--- src/rtl/calib_display_arbiter_pkg.sv ---
// Shared types and colour defaults for the calibration display arbiter.
`ifndef CALIB_DISPLAY_ARBITER_PKG_SV
`define CALIB_DISPLAY_ARBITER_PKG_SV

package calib_display_arbiter_pkg;

  // state  | meaning
  // PASS   | normal colour source owns the strand
  // FLUSH  | waiting out the strand in flight (may mix old/new pattern)
  // PUSH   | a complete strand of the new pattern is being shifted
  // SETTLE | counting camera frames while exposure settles
  // VALID  | pattern latched and settled, still being refreshed
  typedef enum logic [2:0] {
    PASS   = 3'd0,
    FLUSH  = 3'd1,
    PUSH   = 3'd2,
    SETTLE = 3'd3,
    VALID  = 3'd4
  } arbiter_state_t;

  localparam logic [23:0] ON_COLOR_DEF  = 24'hFFFFFF;
  localparam logic [23:0] OFF_COLOR_DEF = 24'h000000;

endpackage

`endif

--- src/rtl/calib_display_arbiter_if.sv ---
// Request/response handshake between the LED strand driver and the arbiter.
interface calib_display_arbiter_if #(
  parameter int LED_ADDRESS_WIDTH = 6
) ();

  logic                         driver_ready_in;
  logic [LED_ADDRESS_WIDTH-1:0] driver_addr_in;
  logic                         strand_done_in;
  logic [23:0]                  color_out;
  logic                         color_valid_out;

  // Strand driver side: asks for colours, reports strand completion.
  modport master (
    output driver_ready_in,
    output driver_addr_in,
    output strand_done_in,
    input  color_out,
    input  color_valid_out
  );

  // Arbiter side: answers every request one cycle later.
  modport slave (
    input  driver_ready_in,
    input  driver_addr_in,
    input  strand_done_in,
    output color_out,
    output color_valid_out
  );

endinterface

--- src/rtl/calib_display_arbiter_pattern_color.sv ---
// Combinational colour selection: normal source, or the calibration
// pattern built from one bit of the LED address.
module calib_pattern_color
  import calib_display_arbiter_pkg::*;
#(
  parameter int          NUM_LEDS               = 50,
  parameter int          LED_ADDRESS_WIDTH      = $clog2(NUM_LEDS),
  parameter int          LED_ADDR_BIT_SEL_WIDTH = $clog2(LED_ADDRESS_WIDTH),
  parameter logic [23:0] ON_COLOR               = ON_COLOR_DEF,
  parameter logic [23:0] OFF_COLOR              = OFF_COLOR_DEF
) (
  input  logic [LED_ADDRESS_WIDTH-1:0]      addr,
  input  logic [LED_ADDR_BIT_SEL_WIDTH-1:0] sel,
  input  logic                              pattern_mode,
  input  logic [23:0]                       normal_color,
  output logic [23:0]                       color
);

  logic addr_bit;

  // Pick the selected address bit; a select past the top bit or an address
  // past the end of the strand forces the LED dark.
  always_comb begin
    addr_bit = 1'b0;
    for (int i = 0; i < LED_ADDRESS_WIDTH; i++) begin
      if (int'(sel) == i) addr_bit = addr[i];
    end

    color = normal_color;
    if (pattern_mode) begin
      if (int'(sel) >= LED_ADDRESS_WIDTH || int'(addr) >= NUM_LEDS) begin
        color = OFF_COLOR;
      end else begin
        color = addr_bit ? ON_COLOR : OFF_COLOR;
      end
    end
  end

endmodule

--- src/rtl/calib_display_arbiter.sv ---
// Shares the LED strand driver between the normal colour source and the
// calibration pattern, and reports when a new pattern is latched and the
// camera exposure has settled.
module calib_display_arbiter
  import calib_display_arbiter_pkg::*;
#(
  parameter int          NUM_LEDS               = 50,
  parameter int          LED_ADDRESS_WIDTH      = $clog2(NUM_LEDS),
  parameter int          LED_ADDR_BIT_SEL_WIDTH = $clog2(LED_ADDRESS_WIDTH),
  parameter int          SETTLE_FRAMES          = 2,
  parameter logic [23:0] ON_COLOR               = ON_COLOR_DEF,
  parameter logic [23:0] OFF_COLOR              = OFF_COLOR_DEF
) (
  input  logic                              clk_in,
  input  logic                              rst_in,
  input  logic                              calib_active_in,
  input  logic [LED_ADDR_BIT_SEL_WIDTH-1:0] bit_sel_in,
  input  logic                              bit_sel_start_in,
  output logic                              display_valid_out,
  input  logic [23:0]                       normal_color_in,
  calib_display_arbiter_if.slave            drv,
  input  logic                              frame_done_in,
  output logic [2:0]                        state_out
);

  localparam int CNT_W = $clog2(SETTLE_FRAMES + 1);

  arbiter_state_t                    state_q, state_d;
  logic [LED_ADDR_BIT_SEL_WIDTH-1:0] sel_q, sel_d;
  logic [CNT_W-1:0]                  cnt_q, cnt_d;
  logic                              valid_q, valid_d;
  logic [23:0]                       color_q, color_next;
  logic                              color_valid_q;

  calib_pattern_color #(
    .NUM_LEDS              (NUM_LEDS),
    .LED_ADDRESS_WIDTH     (LED_ADDRESS_WIDTH),
    .LED_ADDR_BIT_SEL_WIDTH(LED_ADDR_BIT_SEL_WIDTH),
    .ON_COLOR              (ON_COLOR),
    .OFF_COLOR             (OFF_COLOR)
  ) u_pattern_color (
    .addr        (drv.driver_addr_in),
    .sel         (sel_q),
    .pattern_mode(state_q != PASS),
    .normal_color(normal_color_in),
    .color       (color_next)
  );

  // State, latched select, frame counter and the registered valid flag.
  always_ff @(posedge clk_in) begin
    if (rst_in) begin
      state_q <= PASS;
      sel_q   <= '0;
      cnt_q   <= '0;
      valid_q <= 1'b0;
    end else begin
      state_q <= state_d;
      sel_q   <= sel_d;
      cnt_q   <= cnt_d;
      valid_q <= valid_d;
    end
  end

  // Next state: abort beats restart, restart beats any strand/frame event.
  always_comb begin
    state_d = state_q;
    sel_d   = sel_q;
    cnt_d   = cnt_q;

    if (state_q != PASS && !calib_active_in) begin
      state_d = PASS;
    end else if (state_q != PASS && bit_sel_start_in) begin
      sel_d   = bit_sel_in;
      cnt_d   = '0;
      state_d = FLUSH;
    end else begin
      unique case (state_q)
        PASS: begin
          if (bit_sel_start_in && calib_active_in) begin
            sel_d   = bit_sel_in;
            cnt_d   = '0;
            state_d = FLUSH;
          end
        end
        FLUSH: begin
          if (drv.strand_done_in) state_d = PUSH;
        end
        PUSH: begin
          if (drv.strand_done_in) begin
            cnt_d   = '0;
            state_d = SETTLE;
          end
        end
        SETTLE: begin
          if (frame_done_in) begin
            cnt_d = cnt_q + CNT_W'(1);
            if (cnt_q == CNT_W'(SETTLE_FRAMES - 1)) state_d = VALID;
          end
        end
        VALID: begin
          state_d = VALID;
        end
        default: state_d = PASS;
      endcase
    end

    valid_d = (state_d == VALID);
  end

  // Colour response: every driver request is answered exactly one cycle later.
  always_ff @(posedge clk_in) begin
    if (rst_in) begin
      color_q       <= '0;
      color_valid_q <= 1'b0;
    end else begin
      color_valid_q <= drv.driver_ready_in;
      if (drv.driver_ready_in) color_q <= color_next;
    end
  end

  assign drv.color_out       = color_q;
  assign drv.color_valid_out = color_valid_q;
  assign display_valid_out   = valid_q;
  assign state_out           = state_q;

endmodule

--- src/flat_wrapper.sv ---
// flat-port wrapper written by rule: the top's interface ports become plain ports
module calib_display_arbiter_flat import calib_display_arbiter_pkg::*;
#(
  parameter int          NUM_LEDS               = 50,
  parameter int          LED_ADDRESS_WIDTH      = $clog2(NUM_LEDS),
  parameter int          LED_ADDR_BIT_SEL_WIDTH = $clog2(LED_ADDRESS_WIDTH),
  parameter int          SETTLE_FRAMES          = 2,
  parameter logic [23:0] ON_COLOR               = ON_COLOR_DEF,
  parameter logic [23:0] OFF_COLOR              = OFF_COLOR_DEF
)
  (clk_in, rst_in, calib_active_in, bit_sel_in, bit_sel_start_in, display_valid_out, normal_color_in, frame_done_in, state_out, drv_driver_ready_in, drv_driver_addr_in, drv_strand_done_in, drv_color_out, drv_color_valid_out);
  calib_display_arbiter_if #(.LED_ADDRESS_WIDTH(LED_ADDRESS_WIDTH)) drv_i ();
  input  logic clk_in;
  input  logic rst_in;
  input  logic calib_active_in;
  input  logic [LED_ADDR_BIT_SEL_WIDTH-1:0] bit_sel_in;
  input  logic bit_sel_start_in;
  output logic display_valid_out;
  input  logic [23:0] normal_color_in;
  input  logic frame_done_in;
  output logic [2:0] state_out;
  input wire logic [$bits(drv_i.driver_ready_in)-1:0] drv_driver_ready_in;
  input wire logic [$bits(drv_i.driver_addr_in)-1:0] drv_driver_addr_in;
  input wire logic [$bits(drv_i.strand_done_in)-1:0] drv_strand_done_in;
  output wire logic [$bits(drv_i.color_out)-1:0] drv_color_out;
  output wire logic [$bits(drv_i.color_valid_out)-1:0] drv_color_valid_out;
  assign drv_i.driver_ready_in = drv_driver_ready_in;
  assign drv_i.driver_addr_in = drv_driver_addr_in;
  assign drv_i.strand_done_in = drv_strand_done_in;
  assign drv_color_out = drv_i.color_out;
  assign drv_color_valid_out = drv_i.color_valid_out;
  calib_display_arbiter #(.NUM_LEDS(NUM_LEDS), .LED_ADDRESS_WIDTH(LED_ADDRESS_WIDTH), .LED_ADDR_BIT_SEL_WIDTH(LED_ADDR_BIT_SEL_WIDTH), .SETTLE_FRAMES(SETTLE_FRAMES), .ON_COLOR(ON_COLOR), .OFF_COLOR(OFF_COLOR)) u_core (.clk_in(clk_in), .rst_in(rst_in), .calib_active_in(calib_active_in), .bit_sel_in(bit_sel_in), .bit_sel_start_in(bit_sel_start_in), .display_valid_out(display_valid_out), .normal_color_in(normal_color_in), .drv(drv_i), .frame_done_in(frame_done_in), .state_out(state_out));
endmodule
--- config.mk ---
export PLATFORM = sky130hd
export DESIGN_NAME = calib_display_arbiter_flat
export DESIGN_NICKNAME = d
export VERILOG_FILES = /design/src/rtl/calib_display_arbiter_pkg.sv /design/src/rtl/calib_display_arbiter_if.sv /design/src/rtl/calib_display_arbiter_pattern_color.sv /design/src/rtl/calib_display_arbiter.sv /design/src/flat_wrapper.sv
export SDC_FILE = /design/constraint.sdc
export NUM_CORES = 1
export LEC_CHECK = 0
export CAP_MARGIN = 40
export CORE_MARGIN = 10
export CORE_UTILIZATION = 50
export CTS_BUF_LIST = sky130_fd_sc_hd__clkbuf_8
export DETAILED_ROUTE_END_ITERATION = 12
export PLACE_DENSITY = 0.88
export SLEW_MARGIN = 30
export SYNTH_ARGS = -nofsm -noshare
export SYNTH_HDL_FRONTEND = slang
export SYNTH_HIERARCHICAL = 1
export SYNTH_SLANG_ARGS = --single-unit
--- constraint.sdc ---
create_clock -name clk_in -period 3.2 [get_ports clk_in]
set_input_delay 0.32 -clock clk_in [delete_from_list [all_inputs] [get_ports clk_in]]
set_output_delay 0.32 -clock clk_in [all_outputs]
set_load 0.05 [all_outputs]
==> out/results.txt <==
status - finished clean
first-pass GRT wire length - 8470 µm
largest net degree at the start of global routing - 26
area of the core - 0.00372 mm²
DRC - 0
PnR worst setup slack - 1090 ps
total power - 0.00120 W
Startpoint Class - register
Pre-antenna DRT Iters - 4
leading area contributor after synthesis - dfxtp_1
post-synthesis instance area - 0.00194 mm²
most numerous cell in the Yosys netlist - dfxtp_1
antenna cell count - 0
share of cells above drive strength 1 - 0.162
postcts setup bufs - 0
Final Hold Viols - 0
P_leak - 1.12 nW
part of the power in registers - 0.391
Via density - 5.57
post-route ant nets - 0
Tmin final - 2110 ps
Yosys cell types - 32
die span in y - 82.3 µm
Post-DP Area - 0.00262 mm²
Max transition margin - 0.516
# setup viols final - 0
cells along the critical path - or3_1 -> inv_2 -> a211o_1 -> buf_4 -> o41ai_2 -> mux2i_1 -> nor2_1
async set or reset register ratio after synthesis - 0
latest clock arrival within the worst-skew pair - 280 ps
final setup skew - 4.43 ps
Syn Nets - 239
CP max stage cell - or3_1
Layout Nets - 300
vias in the first global route - 1,700
Hold Crit Depth - 2
Bufs on Longest Clock Path - 2
crit-path max cell delay - 410 ps
crit path max fanout - 25
Achievable Freq - 0.473 GHz
Comb power frac - 0.299
max-slew violations - 0
antenna violations before repair - 0
number of synthesized register bits - 34
ys flop type - dfxtp_1
setup TNS - 0 ps
Clk network pwr share - 0.310
syn avg cell area - 9.80 µm²
worst min-delay path startpoint - u_core/cnt_q[1]
Sink Count - 34
FF-to-FF path depth - 7
post-synthesis sequential area ratio - 0.351
boundary pin count - 69
Final period util - 0.660
YS warnings - 6
ranking of synthesized cells by area - dfxtp_1, o41ai_2, mux2i_1
CP top delay family - buffers and inverters
DR WL/cell - 17.0 µm
Area growth syn-to-layout - 40.8%
Buf/Inv on CP - 2
Pwr Density - 438 mW/mm²
Setup Crit Path Kind - register to register
Cells after Synth - 198
Total GRT Usage - 0.156
RSZ-0062 raised after global routing - false
Hold Path Class - register to register
CP Capture Type - register
vias - 1,717
Initial Util - 0.522
Psw - 0.000378 W
switching share of power - 0.316
Finished Cell Area - 0.00273 mm²
Worst EP required - 3340 ps
Cell Count, Final, Fillers Out - 308
top cells by count, synth - dfxtp_1, nand2_1, mux2i_1, nor2_1, o41ai_2
Placed Instances - 300
Arr. time, crit path - 2260 ps
Slew @ Worst Pin - 724 ps
TritonCTS clock tree - yes
I/O Buffers - 68
die area - 0.00677 mm²
standard-cell row count - 22
post_cts resized - 0
Max-Cap Viols - 0
Cell Int Power - 0.000819 W
hold_buf cts - 0
Max VDD drop - 0.347 mV
FF-to-FF setup slack - 1090 ps
Worst Hold End - u_core/cnt_q[1]
fill count - 264
Reg clk slew, reported paths - 70 ps
RR Endpoint - u_core/drv.color_out[21]
total gr overflow - 0
Iteration-0 DRC Markers - 107
root buf cell - clkbuf_8
Total Wirelength - 5240 µm
gp weighted congestion - 0.780
RR Startpoint - u_core/state_out[1]
total CTS buffers - 5
HPWL after DPL - 3640 µm
Chip Width - 82.3 µm
minimum setup slack after placement - 1070 ps
H-tree levels - 2
number of flops mapped to enable cells by yosys - 0
Yosys top cell area share - 0.351
cell families after synthesis:
family | share of synthesized area
compound gates | 0.258
fa+ha+maj | 0.00645
buf+inv | 0.0716
flops | 0.351
mux | 0.145
simple gates | 0.168
stage by stage:
stage                     utilization  hold slack [ps]
after floorplan                     -              435
after global placement          0.698              442
after detailed placement        0.706              455
after CTS                       0.735              465
after global routing            0.735              493
final                           0.735              476
sequential cells by signal, summed over array words and instances, names as in the netlist:
name / cells
u_core/drv.color_valid_out: 1
u_core/state_out: 3
u_core/cnt_q: 2
u_core/display_valid_out: 1
u_core/drv.color_out: 24
u_core/sel_q: 3
how the worst max path moves through the flow:
stage / from / endpoint / slack (ps) / cells after the start
2_1_floorplan: u_core/state_out[0] / u_core/drv.color_out[0] / 1240 / 8
3_3_place_gp: drv_driver_addr_in[5] / u_core/drv.color_out[10] / 1040 / 6
3_5_place_dp: drv_driver_addr_in[0] / u_core/drv.color_out[21] / 1070 / 7
4_1_cts: u_core/state_out[1] / u_core/drv.color_out[21] / 1090 / 7
5_1_grt: u_core/state_out[1] / u_core/drv.color_out[23] / 930 / 7
6_report: u_core/state_out[1] / u_core/drv.color_out[21] / 1090 / 7
cell type report:
type                       count  area, µm²  area share
inverter                       2       7.51     0.00275
timing repair buffer          74        746       0.273
tap                           48       60.1      0.0220
sequential                    34        681       0.249
clock buffer                   8        110      0.0403
multi-input combinational    142       1130       0.413
power by group through the flow:
| stage | Clock [W] | Sequential, W | Combinational (W) |
|---|---|---|---|
| 3_5_place_dp | 0 | 0.000477 | 0.000358 |
| 4_1_cts | 0.000379 | 0.000468 | 0.000360 |
| 5_1_grt | 0.000390 | 0.000472 | 0.000382 |
| 2_1_floorplan | 0 | 0.000559 | 0.000159 |
| 6_report | 0.000371 | 0.000468 | 0.000358 |
| 3_3_place_gp | 0 | 0.000477 | 0.000353 |
worst min-delay path: stages, from the launching register on:
cell     delay (ps)
dfxtp_1         310
nand2_1          60
mux2i_1          60
per-layer routing:
metal,GRT usage,up-vias,part of all wire
met5,0,-,0
met4,0.0527,0,0.015
met3,0.0616,8,0.073
met2,0.247,48,0.50
met1,0.190,819,0.41
li1,-,842,-
layout by cell type (no fill, tap or decap), drive strengths merged, types with 2 or more instances in the layout:
cell	instances
a21oi	8
buf	6
clkbuf	8
clkdlybuf4s50	68
dfxtp	34
inv	2
mux2i	27
nand2	32
nand2b	3
nand3	5
nor2	24
nor2b	2
nor3b	2
nor4	2
o41ai	24
(Power assumes the default switching activity.)
